[src/rtl/ascii_num_parser_pkg.sv]
// Shared ASCII constants and enums for the receive-side number and command parsers.
package ascii_pkg;

  localparam logic [7:0] CHAR_0   = 8'h30;
  localparam logic [7:0] CHAR_9   = 8'h39;
  localparam logic [7:0] CHAR_A   = 8'h41;
  localparam logic [7:0] CHAR_F   = 8'h46;
  localparam logic [7:0] CHAR_a   = 8'h61;
  localparam logic [7:0] CHAR_f   = 8'h66;
  localparam logic [7:0] CHAR_CR  = 8'h0D;
  localparam logic [7:0] CHAR_LF  = 8'h0A;
  localparam logic [7:0] CHAR_ESC = 8'h1B;

  typedef enum logic [1:0] {
    RADIX_BIN = 2'b00,
    RADIX_DEC = 2'b01,
    RADIX_HEX = 2'b10,
    RADIX_RSV = 2'b11
  } radix_e;

  typedef enum logic [1:0] {
    ST_IDLE  = 2'b00,
    ST_ACCUM = 2'b01,
    ST_ERROR = 2'b10
  } parse_state_e;

endpackage

[src/rtl/ascii_digit_decode.sv]
// Classifies one ASCII byte as digit / terminator / abort under a given radix.
module ascii_digit_decode
  import ascii_pkg::*;
(
  input  logic [7:0] in,
  input  radix_e     radix,
  output logic       is_digit,
  output logic       is_term,
  output logic       is_abort,
  output logic [3:0] digit
);

  logic num_chr;
  logic upper_chr;
  logic lower_chr;

  always_comb begin
    num_chr   = (in >= CHAR_0) && (in <= CHAR_9);
    upper_chr = (in >= CHAR_A) && (in <= CHAR_F);
    lower_chr = (in >= CHAR_a) && (in <= CHAR_f);
    is_term   = (in == CHAR_CR) || (in == CHAR_LF);
    is_abort  = (in == CHAR_ESC);
    is_digit  = 1'b0;
    digit     = in[3:0];
    case (radix)
      RADIX_BIN: is_digit = (in == CHAR_0) || (in == CHAR_0 + 8'd1);
      RADIX_DEC: is_digit = num_chr;
      RADIX_HEX: begin
        is_digit = num_chr || upper_chr || lower_chr;
        // 'A'/'a' carry 1 in their low nibble, so +9 lands on 10
        if (upper_chr || lower_chr) digit = in[3:0] + 4'd9;
      end
      default:   is_digit = 1'b0;
    endcase
  end

endmodule

[src/rtl/ascii_num_parser.sv]
// Accumulates a binary/decimal/hex ASCII number and publishes it on CR/LF,
// rejecting illegal characters, digit overrun and arithmetic overflow.
module ascii_num_parser
  import ascii_pkg::*;
#(
  parameter int WIDTH      = 16,
  parameter int MAX_DIGITS = 16
) (
  input  logic                            clk,
  input  logic                            rst,
  input  logic [7:0]                      in,
  input  logic                            w_RX_dv,
  input  logic [1:0]                      mode,
  output logic [WIDTH-1:0]                out,
  output logic                            out_valid,
  output logic                            err,
  output logic                            busy,
  output logic [$clog2(MAX_DIGITS+1)-1:0] digit_cnt
);

  localparam int CNT_W = $clog2(MAX_DIGITS + 1);

  parse_state_e     state_q, state_d;
  radix_e           radix_q, radix_d, dec_radix;
  logic [WIDTH-1:0] acc_q, acc_d, out_d;
  logic [CNT_W-1:0] cnt_q, cnt_d;
  logic             ov_d, err_d;
  logic             is_digit, is_term, is_abort;
  logic [3:0]       digit;
  logic [WIDTH+3:0] next_val;

  // Shift-only scaling; four guard bits catch any overflow of a single step.
  function automatic logic [WIDTH+3:0] scale(input logic [WIDTH-1:0] a, input radix_e r);
    logic [WIDTH+3:0] ext;
    ext = {4'b0000, a};
    case (r)
      RADIX_BIN: return ext << 1;
      RADIX_HEX: return ext << 4;
      default:   return (ext << 3) + (ext << 1);
    endcase
  endfunction

  // Radix comes from the live mode only while waiting for the first digit.
  assign dec_radix = (state_q == ST_IDLE) ? radix_e'(mode) : radix_q;

  ascii_digit_decode u_decode (
    .in       (in),
    .radix    (dec_radix),
    .is_digit (is_digit),
    .is_term  (is_term),
    .is_abort (is_abort),
    .digit    (digit)
  );

  assign next_val = scale(acc_q, radix_q) + (WIDTH + 4)'(digit);

  always_comb begin
    state_d = state_q;
    radix_d = radix_q;
    acc_d   = acc_q;
    cnt_d   = cnt_q;
    out_d   = out;
    ov_d    = 1'b0;
    err_d   = 1'b0;
    if (w_RX_dv) begin
      case (state_q)
        ST_IDLE: begin
          if (is_digit) begin
            acc_d   = WIDTH'(digit);
            cnt_d   = CNT_W'(1);
            radix_d = radix_e'(mode);
            state_d = ST_ACCUM;
          end else if (!is_term && !is_abort) begin
            state_d = ST_ERROR;
          end
        end
        ST_ACCUM: begin
          if (is_digit) begin
            if ((next_val[WIDTH+3:WIDTH] != 4'd0) || (cnt_q == CNT_W'(MAX_DIGITS))) begin
              state_d = ST_ERROR;
            end else begin
              acc_d = next_val[WIDTH-1:0];
              cnt_d = cnt_q + CNT_W'(1);
            end
          end else if (is_term || is_abort) begin
            out_d   = is_term ? acc_q : out;
            ov_d    = is_term;
            acc_d   = '0;
            cnt_d   = '0;
            state_d = ST_IDLE;
          end else begin
            state_d = ST_ERROR;
          end
        end
        ST_ERROR: begin
          if (is_term || is_abort) begin
            err_d   = is_term;
            acc_d   = '0;
            cnt_d   = '0;
            state_d = ST_IDLE;
          end
        end
        default: state_d = ST_IDLE;
      endcase
    end
  end

  always_ff @(posedge clk or negedge rst) begin
    if (!rst) begin
      state_q   <= ST_IDLE;
      radix_q   <= RADIX_DEC;
      acc_q     <= '0;
      cnt_q     <= '0;
      out       <= '0;
      out_valid <= 1'b0;
      err       <= 1'b0;
    end else begin
      state_q   <= state_d;
      radix_q   <= radix_d;
      acc_q     <= acc_d;
      cnt_q     <= cnt_d;
      out       <= out_d;
      out_valid <= ov_d;
      err       <= err_d;
    end
  end

  assign busy      = (state_q != ST_IDLE);
  assign digit_cnt = cnt_q;

endmodule

[config.mk]
export PLATFORM = sky130hd
export DESIGN_NAME = ascii_num_parser
export DESIGN_NICKNAME = d
export VERILOG_FILES = /design/src/rtl/ascii_num_parser_pkg.sv /design/src/rtl/ascii_digit_decode.sv /design/src/rtl/ascii_num_parser.sv
export SDC_FILE = /design/constraint.sdc
export NUM_CORES = 1
export LEC_CHECK = 0
export ABC_AREA = 1
export BUFFER_PORTS_ARGS = -buffer_cell sky130_fd_sc_hd__buf_4
export CAP_MARGIN = 40
export CORE_UTILIZATION = 45
export DETAILED_ROUTE_END_ITERATION = 10
export GPL_TIMING_DRIVEN = 0
export PLACE_DENSITY = 0.75
export REMOVE_ABC_BUFFERS = 1
export SYNTH_ARGS = -nofsm -noshare
export SYNTH_HDL_FRONTEND = slang
export SYNTH_SLANG_ARGS = --single-unit
[constraint.sdc]
create_clock -name clk -period 7.4 [get_ports clk]
set_input_delay 0.37 -clock clk [delete_from_list [all_inputs] [get_ports clk]]
set_output_delay 0.37 -clock clk [all_outputs]
set_load 0.02 [all_outputs]
==> results of run 1 <==
## power by group
group          total, mW  internal [mW]  leakage, nW  switching (mW)
clock network      0.220          0.135       0.0654          0.0855
logic              0.680          0.202         1.87           0.478
registers          0.309          0.262        0.585          0.0475
## logic make-up (layout without fill, tap and decap cells)
logic type | count (synthesis) | count (layout) | share of synthesized area
adders and majority gates | 28 | 28 | 0.0850
buffers and inverters | 138 | 164 | 0.128
AOI/OAI and AO/OA | 96 | 96 | 0.126
xor gates and xnor gates | 3 | 3 | 0.00611
DFF | 43 | 43 | 0.251
and+or+nand+nor | 409 | 409 | 0.404
## cells in the final DEF (no fill, tap or decap), drive strengths merged, types with 2 or more instances in the layout
cell    synthesis  layout
buf            11      38
nor2           56      56
nand3          84      84
and2            3       3
o211ai          3       3
nand2         246     246
clkinv          2       2
bufinv          0       2
o31ai           2       2
a22oi           9       9
ha             26      26
clkbuf          9       6
o22ai           2       2
o21ai          41      41
xor2            3       3
a31oi           3       3
fa              2       2
dfrtp          42      42
nand4          17      17
a21oi          31      31
inv           116     116
## metrics by stage
stage	cells	power (mW)	hold slack (ps)	cell area [um^2]
4_1_cts	872	1.20	79.0	4780
2_1_floorplan	697	0.779	74.4	4190
3_5_place_dp	864	0.977	409	4640
6_report	872	1.21	50.4	4780
5_1_grt	872	1.31	92.5	4780
3_3_place_gp	862	0.950	395	4620
## cell usage after synthesis (5+ instances only)
cell type | count | share of area
nor2_1 | 49 | 0.043
inv_1 | 115 | 0.10
o21ai_0 | 41 | 0.048
buf_2 | 6 | 0.0070
nand2_1 | 243 | 0.21
ha_1 | 26 | 0.076
nand4_1 | 17 | 0.025
dfrtp_1 | 42 | 0.24
a21oi_1 | 31 | 0.036
nand3_1 | 83 | 0.097
clkbuf_1 | 9 | 0.0079
nor2_2 | 5 | 0.0073
a22oi_1 | 9 | 0.016
## state kept, by name, indices dropped and copies added (netlist names)
| register | cells |
|---|---|
| out_valid | 1 |
| acc_q | 16 |
| err | 1 |
| state_q | 2 |
| digit_cnt | 5 |
| out | 16 |
| radix_q | 2 |
## layer usage
layer / vias to the layer above / routed length [um]
li1: 2353 / -
met1: 2097 / 5060
met2: 162 / 5700
met3: 27 / 656
met4: 0 / 329
met5: - / 0
## final cells by class
| cell class | instances | area [um^2] | share of cell area |
|---|---|---|---|
| multi-input combinational | 536 | 2670 | 0.560 |
| timing repair buffer | 38 | 289 | 0.0605 |
| sequential | 43 | 1080 | 0.226 |
| clock inverter | 2 | 60.1 | 0.0126 |
| clock buffer | 6 | 72.6 | 0.0152 |
| inverter | 118 | 443 | 0.0927 |
| tap | 129 | 161 | 0.0338 |
## worst max path at each step
stage          slack [ps]        end  cells after the start       start
2_1_floorplan        3750   acc_q[0]                     26  state_q[0]
3_3_place_gp         3040   acc_q[1]                     25  radix_q[0]
3_5_place_dp         2880  acc_q[10]                     25  radix_q[0]
4_1_cts              2840   acc_q[8]                     25  radix_q[0]
5_1_grt              2310   acc_q[8]                     27  state_q[0]
6_report             2790   acc_q[8]                     25  radix_q[0]
## critical path, stage by stage (launching register included)
cell and delay, ps:
dfstp_2 840, o21ai_0 220, inv_1 110, nor2_1 50, nand2_1 150, inv_1 70, o21ai_0 230, ha_1 230
fa_1 230, a21oi_1 100, nor2_1 110, nand2_1 100, nor2_2 140, nand2_2 80, nor2_4 120, nand3_2 140
nor2_2 160, nand2_1 70, nand2_1 60, nand2_1 60, nor2_2 110, nand3_1 90, nand2_2 360, nand2_2 390
nand2_1 180, nand2_1 70
==> flow_summary.html, run 1 <==
<table>
<tr><th>Metric</th><th>Value</th></tr>
<tr><th colspan="2">Timing</th></tr>
<tr><td>Final number of setup-violating endpoints</td><td>0</td></tr>
<tr><td>Shortest clock period the worst path allows after layout</td><td>4610 ps</td></tr>
<tr><td>Hold violation count in the final report</td><td>0</td></tr>
<tr><td>Sum of negative setup slack</td><td>0 ps</td></tr>
<tr><td>Max-slew violation total from the final report</td><td>0</td></tr>
<tr><td>RSZ-0062 raised after global routing</td><td>false</td></tr>
<tr><td>Achievable Freq</td><td>0.217 GHz</td></tr>
<tr><td>Period Utilization, post-route</td><td>0.623</td></tr>
<tr><td>Worst clock skew</td><td>7.29 ps</td></tr>
<tr><td>Minimum setup slack in the final design</td><td>2790 ps</td></tr>
<tr><td>Slew headroom</td><td>0.416</td></tr>
<tr><td>Pin slew with the least headroom to its limit</td><td>875 ps</td></tr>
<tr><th colspan="2">Detailed routing</th></tr>
<tr><td>Count of unresolved DRC violations after routing</td><td>0</td></tr>
<tr><td>DR vias</td><td>4639</td></tr>
<tr><td>Pre-antenna DRT Iters</td><td>5</td></tr>
<tr><td>Routed wire length per instance</td><td>13.5 um</td></tr>
<tr><td>Post-Route WL</td><td>11700 um</td></tr>
<tr><td>Routed Antenna Nets</td><td>0</td></tr>
<tr><td>Iteration-0 DRC Markers</td><td>299</td></tr>
<tr><td>Ratio of routed vias to standard cells</td><td>5.32</td></tr>
<tr><th colspan="2">CTS</th></tr>
<tr><td>CTS Root Cell</td><td>clkbuf_8</td></tr>
<tr><td>Number of instances resized during post-cts repair</td><td>0</td></tr>
<tr><td>Buffer levels on the longest clock path</td><td>2</td></tr>
<tr><td>TritonCTS clock tree</td><td>done</td></tr>
<tr><td>CTS Sinks</td><td>43</td></tr>
<tr><td>Buffers inserted by post-CTS timing repair</td><td>0</td></tr>
<tr><td>Htree depth</td><td>2</td></tr>
<tr><td>Clock slew at reported path FFs</td><td>90 ps</td></tr>
<tr><td>Clock buffer count from CTS</td><td>5</td></tr>
<tr><td>Clock network latency to the later pin of the worst-skew pair</td><td>300 ps</td></tr>
<tr><td>Hold buffer count at cts</td><td>0</td></tr>
<tr><th colspan="2">Die</th></tr>
<tr><td>Horizontal die dimension</td><td>99.7 um</td></tr>
<tr><td>Starting utilization of the core area</td><td>0.465</td></tr>
<tr><td>Number of core rows</td><td>35</td></tr>
<tr><td>Chip Height</td><td>99.7 um</td></tr>
<tr><td>Area of the core</td><td>9240 um^2</td></tr>
<tr><td>Number of I/O pins</td><td>37</td></tr>
<tr><td>Area enclosed by the die boundary</td><td>9950 um^2</td></tr>
<tr><th colspan="2">Worst setup path</th></tr>
<tr><td>Worst R2R End</td><td>acc_q[8]</td></tr>
<tr><td>Worst-path fanout max</td><td>22</td></tr>
<tr><td>R2R Setup Slk</td><td>2790 ps</td></tr>
<tr><td>Worst endpoint required time</td><td>7590 ps</td></tr>
<tr><td>Kind of critical path</td><td>flop to flop</td></tr>
<tr><td>Type of origin of the critical path</td><td>flop</td></tr>
<tr><td>Crit path DAT</td><td>4800 ps</td></tr>
<tr><td>Path depth of the worst reg2reg path</td><td>25</td></tr>
<tr><td>Crit Reg-Reg Startpoint</td><td>radix_q[0]</td></tr>
<tr><td>Critical path endpoint category</td><td>flop</td></tr>
<tr><th colspan="2">Layout</th></tr>
<tr><td>Filler instances</td><td>962</td></tr>
<tr><td>Number of antenna cells inserted</td><td>0</td></tr>
<tr><td>Nets</td><td>783</td></tr>
<tr><td>Share of the core filled with cells</td><td>0.517</td></tr>
<tr><td>Layout overhead on the synthesized area</td><td>11.1%</td></tr>
<tr><td>Ratio of cells with drive above 1 in the final layout</td><td>0.0794</td></tr>
<tr><th colspan="2">Global routing</th></tr>
<tr><td>Overall Global Routing Usage</td><td>0.251</td></tr>
<tr><td>Global-route wire length before repair</td><td>20200 um</td></tr>
<tr><td>GR met3 Demand/Resource</td><td>0.0239</td></tr>
<tr><td>GR Overflow Total</td><td>0</td></tr>
<tr><td>Grt peak-use layer</td><td>met2</td></tr>
<tr><td>Routing usage on met2</td><td>0.437</td></tr>
<tr><td>Antenna violations before repair</td><td>0</td></tr>
<tr><td>M1 GR Usage</td><td>0.318</td></tr>
<tr><td>Vias in the first global route</td><td>4413</td></tr>
<tr><td>Maximum number of pins on one net before global-route repair</td><td>44</td></tr>
<tr><th colspan="2">Power and ir drop</th></tr>
<tr><td>Pwr/cell area</td><td>253 nW/um^2</td></tr>
<tr><td>Static power due to leakage</td><td>2.52 nW</td></tr>
<tr><td>Peak supply drop</td><td>0.252 mV</td></tr>
<tr><th colspan="2">Yosys</th></tr>
<tr><td>Register area share after synthesis</td><td>0.251</td></tr>
<tr><td>Dominant synthesized flop cell</td><td>dfrtp_1</td></tr>
<tr><td>Unique cell type count in the Yosys netlist</td><td>38</td></tr>
<tr><td>Fraction of synthesis flops using an asynchronous set or reset pin</td><td>1.00</td></tr>
<tr><td>Area of the mapped netlist</td><td>4300 um^2</td></tr>
<tr><td>Cells after Synth</td><td>717</td></tr>
<tr><td>Count of flip-flops with a built-in enable after synthesis</td><td>0</td></tr>
<tr><td>Mean instance size in the synthesized netlist</td><td>5.99 um^2</td></tr>
<tr><td>Synthesized flop and latch total</td><td>43</td></tr>
<tr><td>Syn. warnings</td><td>0</td></tr>
<tr><th colspan="2">Placed design</th></tr>
<tr><td>Pre-CTS setup slack</td><td>2880 ps</td></tr>
<tr><td>Routability cong.</td><td>0.892</td></tr>
<tr><td>Port buffer count</td><td>36</td></tr>
<tr><td>Final HPWL DP</td><td>8810 um</td></tr>
<tr><th colspan="2">Status</th></tr>
<tr><td>Result of the run</td><td>finished, final reports clean</td></tr>
<tr><th colspan="2">Flow run</th></tr>
<tr><td>Max cap viols</td><td>0</td></tr>
<tr><th colspan="2">Min path</th></tr>
<tr><td>Worst hold path type</td><td>input port to async pin</td></tr>
</table>
(Power assumes the default switching activity.)
==> run 2, diff against run 1 <==
==> constraint.sdc (replaced) <==
create_clock -name clk -period 4.3 [get_ports clk]
set_input_delay 0.215 -clock clk [delete_from_list [all_inputs] [get_ports clk]]
set_output_delay 0.215 -clock clk [all_outputs]
set_load 0.02 [all_outputs]
==> flow_summary.html, run 2 (same netlist as run 1, synthesis figures left out) <==
<table>
<tr><th>Metric</th><th>Value</th></tr>
<tr><th colspan="2">Timing</th></tr>
<tr><td>Pin slew with the least headroom to its limit</td><td>908 ps (was 875 ps)</td></tr>
<tr><td>Period Utilization, post-route</td><td>0.907 (was 0.623)</td></tr>
<tr><td>Final number of setup-violating endpoints</td><td>0 (unchanged)</td></tr>
<tr><td>Minimum setup slack in the final design</td><td>399 ps (was 2790 ps)</td></tr>
<tr><td>Achievable Freq</td><td>0.256 GHz (was 0.217 GHz)</td></tr>
<tr><td>Sum of negative setup slack</td><td>0 ps (unchanged)</td></tr>
<tr><td>Shortest clock period the worst path allows after layout</td><td>3900 ps (was 4610 ps)</td></tr>
<tr><td>Worst-case hold slack</td><td>166 ps (was 50.4 ps)</td></tr>
<tr><td>Hold violation count in the final report</td><td>0 (unchanged)</td></tr>
<tr><td>Max-slew violation total from the final report</td><td>0 (unchanged)</td></tr>
<tr><td>Worst clock skew</td><td>8.72 ps (was 7.29 ps)</td></tr>
<tr><td>Slew headroom</td><td>0.394 (was 0.416)</td></tr>
<tr><th colspan="2">Worst setup path</th></tr>
<tr><td>Worst setup path start</td><td>state_q[0] (was radix_q[0])</td></tr>
<tr><td>Family with the most delay on the worst path</td><td>simple AND/OR/NAND/NOR gates (unchanged)</td></tr>
<tr><td>Type of origin of the critical path</td><td>flop (unchanged)</td></tr>
<tr><td>Worst endpoint required time</td><td>4540 ps (was 7590 ps)</td></tr>
<tr><td>Worst-path fanout max</td><td>9 (was 22)</td></tr>
<tr><td>Critical path buffers and inverters</td><td>4 (was 2)</td></tr>
<tr><td>Peak per-stage delay on the critical path</td><td>380 ps (was 840 ps)</td></tr>
<tr><td>Crit Reg-Reg Startpoint</td><td>state_q[0] (was radix_q[0])</td></tr>
<tr><td>Cell at the slowest stage of the critical path</td><td>dfrtp_1 (was dfstp_2)</td></tr>
<tr><td>Critical path endpoint category</td><td>flop (unchanged)</td></tr>
<tr><td>Crit path DAT</td><td>4140 ps (was 4800 ps)</td></tr>
<tr><td>Crit path top cell by count</td><td>nand2_1 (unchanged)</td></tr>
<tr><td>Kind of critical path</td><td>flop to flop (unchanged)</td></tr>
<tr><th colspan="2">Detailed routing</th></tr>
<tr><td>Iteration-0 DRC Markers</td><td>273 (was 299)</td></tr>
<tr><td>Count of unresolved DRC violations after routing</td><td>0 (unchanged)</td></tr>
<tr><td>Ratio of routed vias to standard cells</td><td>5.41 (was 5.32)</td></tr>
<tr><td>Routed Antenna Nets</td><td>0 (unchanged)</td></tr>
<tr><td>Post-Route WL</td><td>12100 um (was 11700 um)</td></tr>
<tr><td>Pre-antenna DRT Iters</td><td>5 (unchanged)</td></tr>
<tr><td>Routed wire length per instance</td><td>13.8 um (was 13.5 um)</td></tr>
<tr><td>DR vias</td><td>4732 (was 4639)</td></tr>
<tr><th colspan="2">Power and ir drop</th></tr>
<tr><td>Part of the total power dissipated in combinational logic</td><td>0.572 (was 0.562)</td></tr>
<tr><td>Net switching share of the total power</td><td>0.505 (about the same)</td></tr>
<tr><td>Static power due to leakage</td><td>2.55 nW (was 2.52 nW)</td></tr>
<tr><td>Psw</td><td>1.08 mW (was 0.611 mW)</td></tr>
<tr><td>Sequential group share of total power</td><td>0.250 (was 0.256)</td></tr>
<tr><td>Pwr/cell area</td><td>442 nW/um^2 (was 253 nW/um^2)</td></tr>
<tr><td>Clock network fraction of total power</td><td>0.178 (was 0.182)</td></tr>
<tr><td>Int Power</td><td>1.06 mW (was 0.599 mW)</td></tr>
<tr><td>Peak supply drop</td><td>0.486 mV (was 0.252 mV)</td></tr>
<tr><th colspan="2">Layout</th></tr>
<tr><td>Leading cell type in the layout, fill and taps excluded</td><td>nand2_1 (unchanged)</td></tr>
<tr><td>Highest-count cells in the layout ignoring fill and taps</td><td>242 x nand2_1, 115 x inv_1, 82 x nand3_1 (was 243 x nand2_1, 115 x inv_1, 83 x nand3_1)</td></tr>
<tr><td>Post-route cell area</td><td>4860 um^2 (was 4780 um^2)</td></tr>
<tr><td>Number of antenna cells inserted</td><td>0 (unchanged)</td></tr>
<tr><td>Nets</td><td>786 (was 783)</td></tr>
<tr><td>Layout overhead on the synthesized area</td><td>13.0% (was 11.1%)</td></tr>
<tr><td>Ratio of cells with drive above 1 in the final layout</td><td>0.0885 (was 0.0794)</td></tr>
<tr><th colspan="2">Min path</th></tr>
<tr><td>Worst hold path type</td><td>input port to flop (was input port to async pin)</td></tr>
<tr><td>Hold Startpoint</td><td>mode[1]</td></tr>
<tr><th colspan="2">Die</th></tr>
<tr><td>Starting utilization of the core area</td><td>0.465 (unchanged)</td></tr>
<tr><td>Horizontal die dimension</td><td>99.7 um (unchanged)</td></tr>
<tr><td>Number of core rows</td><td>35 (unchanged)</td></tr>
<tr><td>Number of I/O pins</td><td>37 (unchanged)</td></tr>
<tr><td>Area of the core</td><td>9240 um^2 (unchanged)</td></tr>
<tr><td>Area enclosed by the die boundary</td><td>9950 um^2 (unchanged)</td></tr>
<tr><td>Chip Height</td><td>99.7 um (unchanged)</td></tr>
<tr><th colspan="2">Placed design</th></tr>
<tr><td>Placed cell area</td><td>4640 um^2 (unchanged)</td></tr>
<tr><td>Routability cong.</td><td>0.892 (unchanged)</td></tr>
<tr><td>Pre-CTS setup slack</td><td>-217 ps (was 2880 ps)</td></tr>
<tr><td>Final HPWL DP</td><td>8810 um (unchanged)</td></tr>
<tr><td>Port buffer count</td><td>36 (unchanged)</td></tr>
<tr><th colspan="2">CTS</th></tr>
<tr><td>Clock network latency to the later pin of the worst-skew pair</td><td>310 ps (was 300 ps)</td></tr>
<tr><td>Htree depth</td><td>2 (unchanged)</td></tr>
<tr><td>TritonCTS clock tree</td><td>done (unchanged)</td></tr>
<tr><td>CTS Root Cell</td><td>clkbuf_8 (unchanged)</td></tr>
<tr><td>CTS Sinks</td><td>43 (unchanged)</td></tr>
<tr><td>Clock buffer count from CTS</td><td>5 (unchanged)</td></tr>
<tr><td>Clock slew at reported path FFs</td><td>90 ps (about the same)</td></tr>
<tr><td>Buffer levels on the longest clock path</td><td>2 (unchanged)</td></tr>
<tr><th colspan="2">Global routing</th></tr>
<tr><td>Antenna violations before repair</td><td>0 (unchanged)</td></tr>
<tr><td>Maximum number of pins on one net before global-route repair</td><td>44 (unchanged)</td></tr>
<tr><td>Overall Global Routing Usage</td><td>0.251 (unchanged)</td></tr>
<tr><td>Vias in the first global route</td><td>4404 (was 4413)</td></tr>
<tr><td>GR Overflow Total</td><td>0 (unchanged)</td></tr>
<tr><td>Global-route wire length before repair</td><td>20100 um (was 20200 um)</td></tr>
<tr><th colspan="2">Status</th></tr>
<tr><td>Result of the run</td><td>finished, final reports clean (unchanged)</td></tr>
<tr><th colspan="2">Flow run</th></tr>
<tr><td>Max cap viols</td><td>0 (unchanged)</td></tr>
</table>
-- run 2: power by group through the flow --
stage / logic (mW) / registers [mW] / clock network, mW
2_1_floorplan: 0.827 / 0.514 / 0
3_3_place_gp: 1.10 / 0.534 / 0
3_5_place_dp: 1.14 / 0.538 / 0
4_1_cts: 1.16 / 0.528 / 0.382
5_1_grt: 1.38 / 0.539 / 0.402
6_report: 1.23 / 0.535 / 0.383
-- run 2: per-stage QoR --
step | instances | utilization | power (mW)
2_1_floorplan | 697 | - | 1.34
3_3_place_gp | 862 | 0.500 | 1.63
3_5_place_dp | 864 | 0.503 | 1.68
4_1_cts | 873 | 0.519 | 2.07
5_1_grt | 875 | 0.526 | 2.32
6_report | 875 | 0.526 | 2.14
-- run 2: final timing paths --
path,end,slack [ps],cells after the start
max,acc_q[8],400,28
min,radix_q[1],170,3
max reg2reg,acc_q[8],400,28
min reg2reg,out[10],490,2
max in group asynchronous,out[7],3470,2
min in group asynchronous,state_q[0],430,2
-- run 2: worst min-delay path, cell delays in order --
cell and delay (ps):
buf_4 80, nor2_1 40, a21oi_1 100
-- run 2: repair_timing --
action,in CTS,in global routing
pin swaps,0,1
buffers inserted,0,1
hold buffers,1,0
gates resized for setup,2,11
setup endpoints to repair,21,22
gates cloned,0,1
hold endpoints to repair,42,0
-- run 2: per-layer routing --
| layer | GRT usage | vias to the layer above | routed length, um |
|---|---|---|---|
| met1 | 0.319 | 2156 | 5110 |
| met4 | 0.0995 | 0 | 333 |
| met3 | 0.0239 | 28 | 779 |
| met5 | 0 | - | 0 |
| li1 | - | 2361 | - |
| met2 | 0.437 | 187 | 5870 |
-- run 2: final cells by class --
cell class,instances,area (um^2)
fill,954,4380
multi-input combinational,537,2730
sequential,43,1080
inverter,118,443
timing repair buffer,40,310
tap,129,161
clock buffer,6,72.6
clock inverter,2,60.1
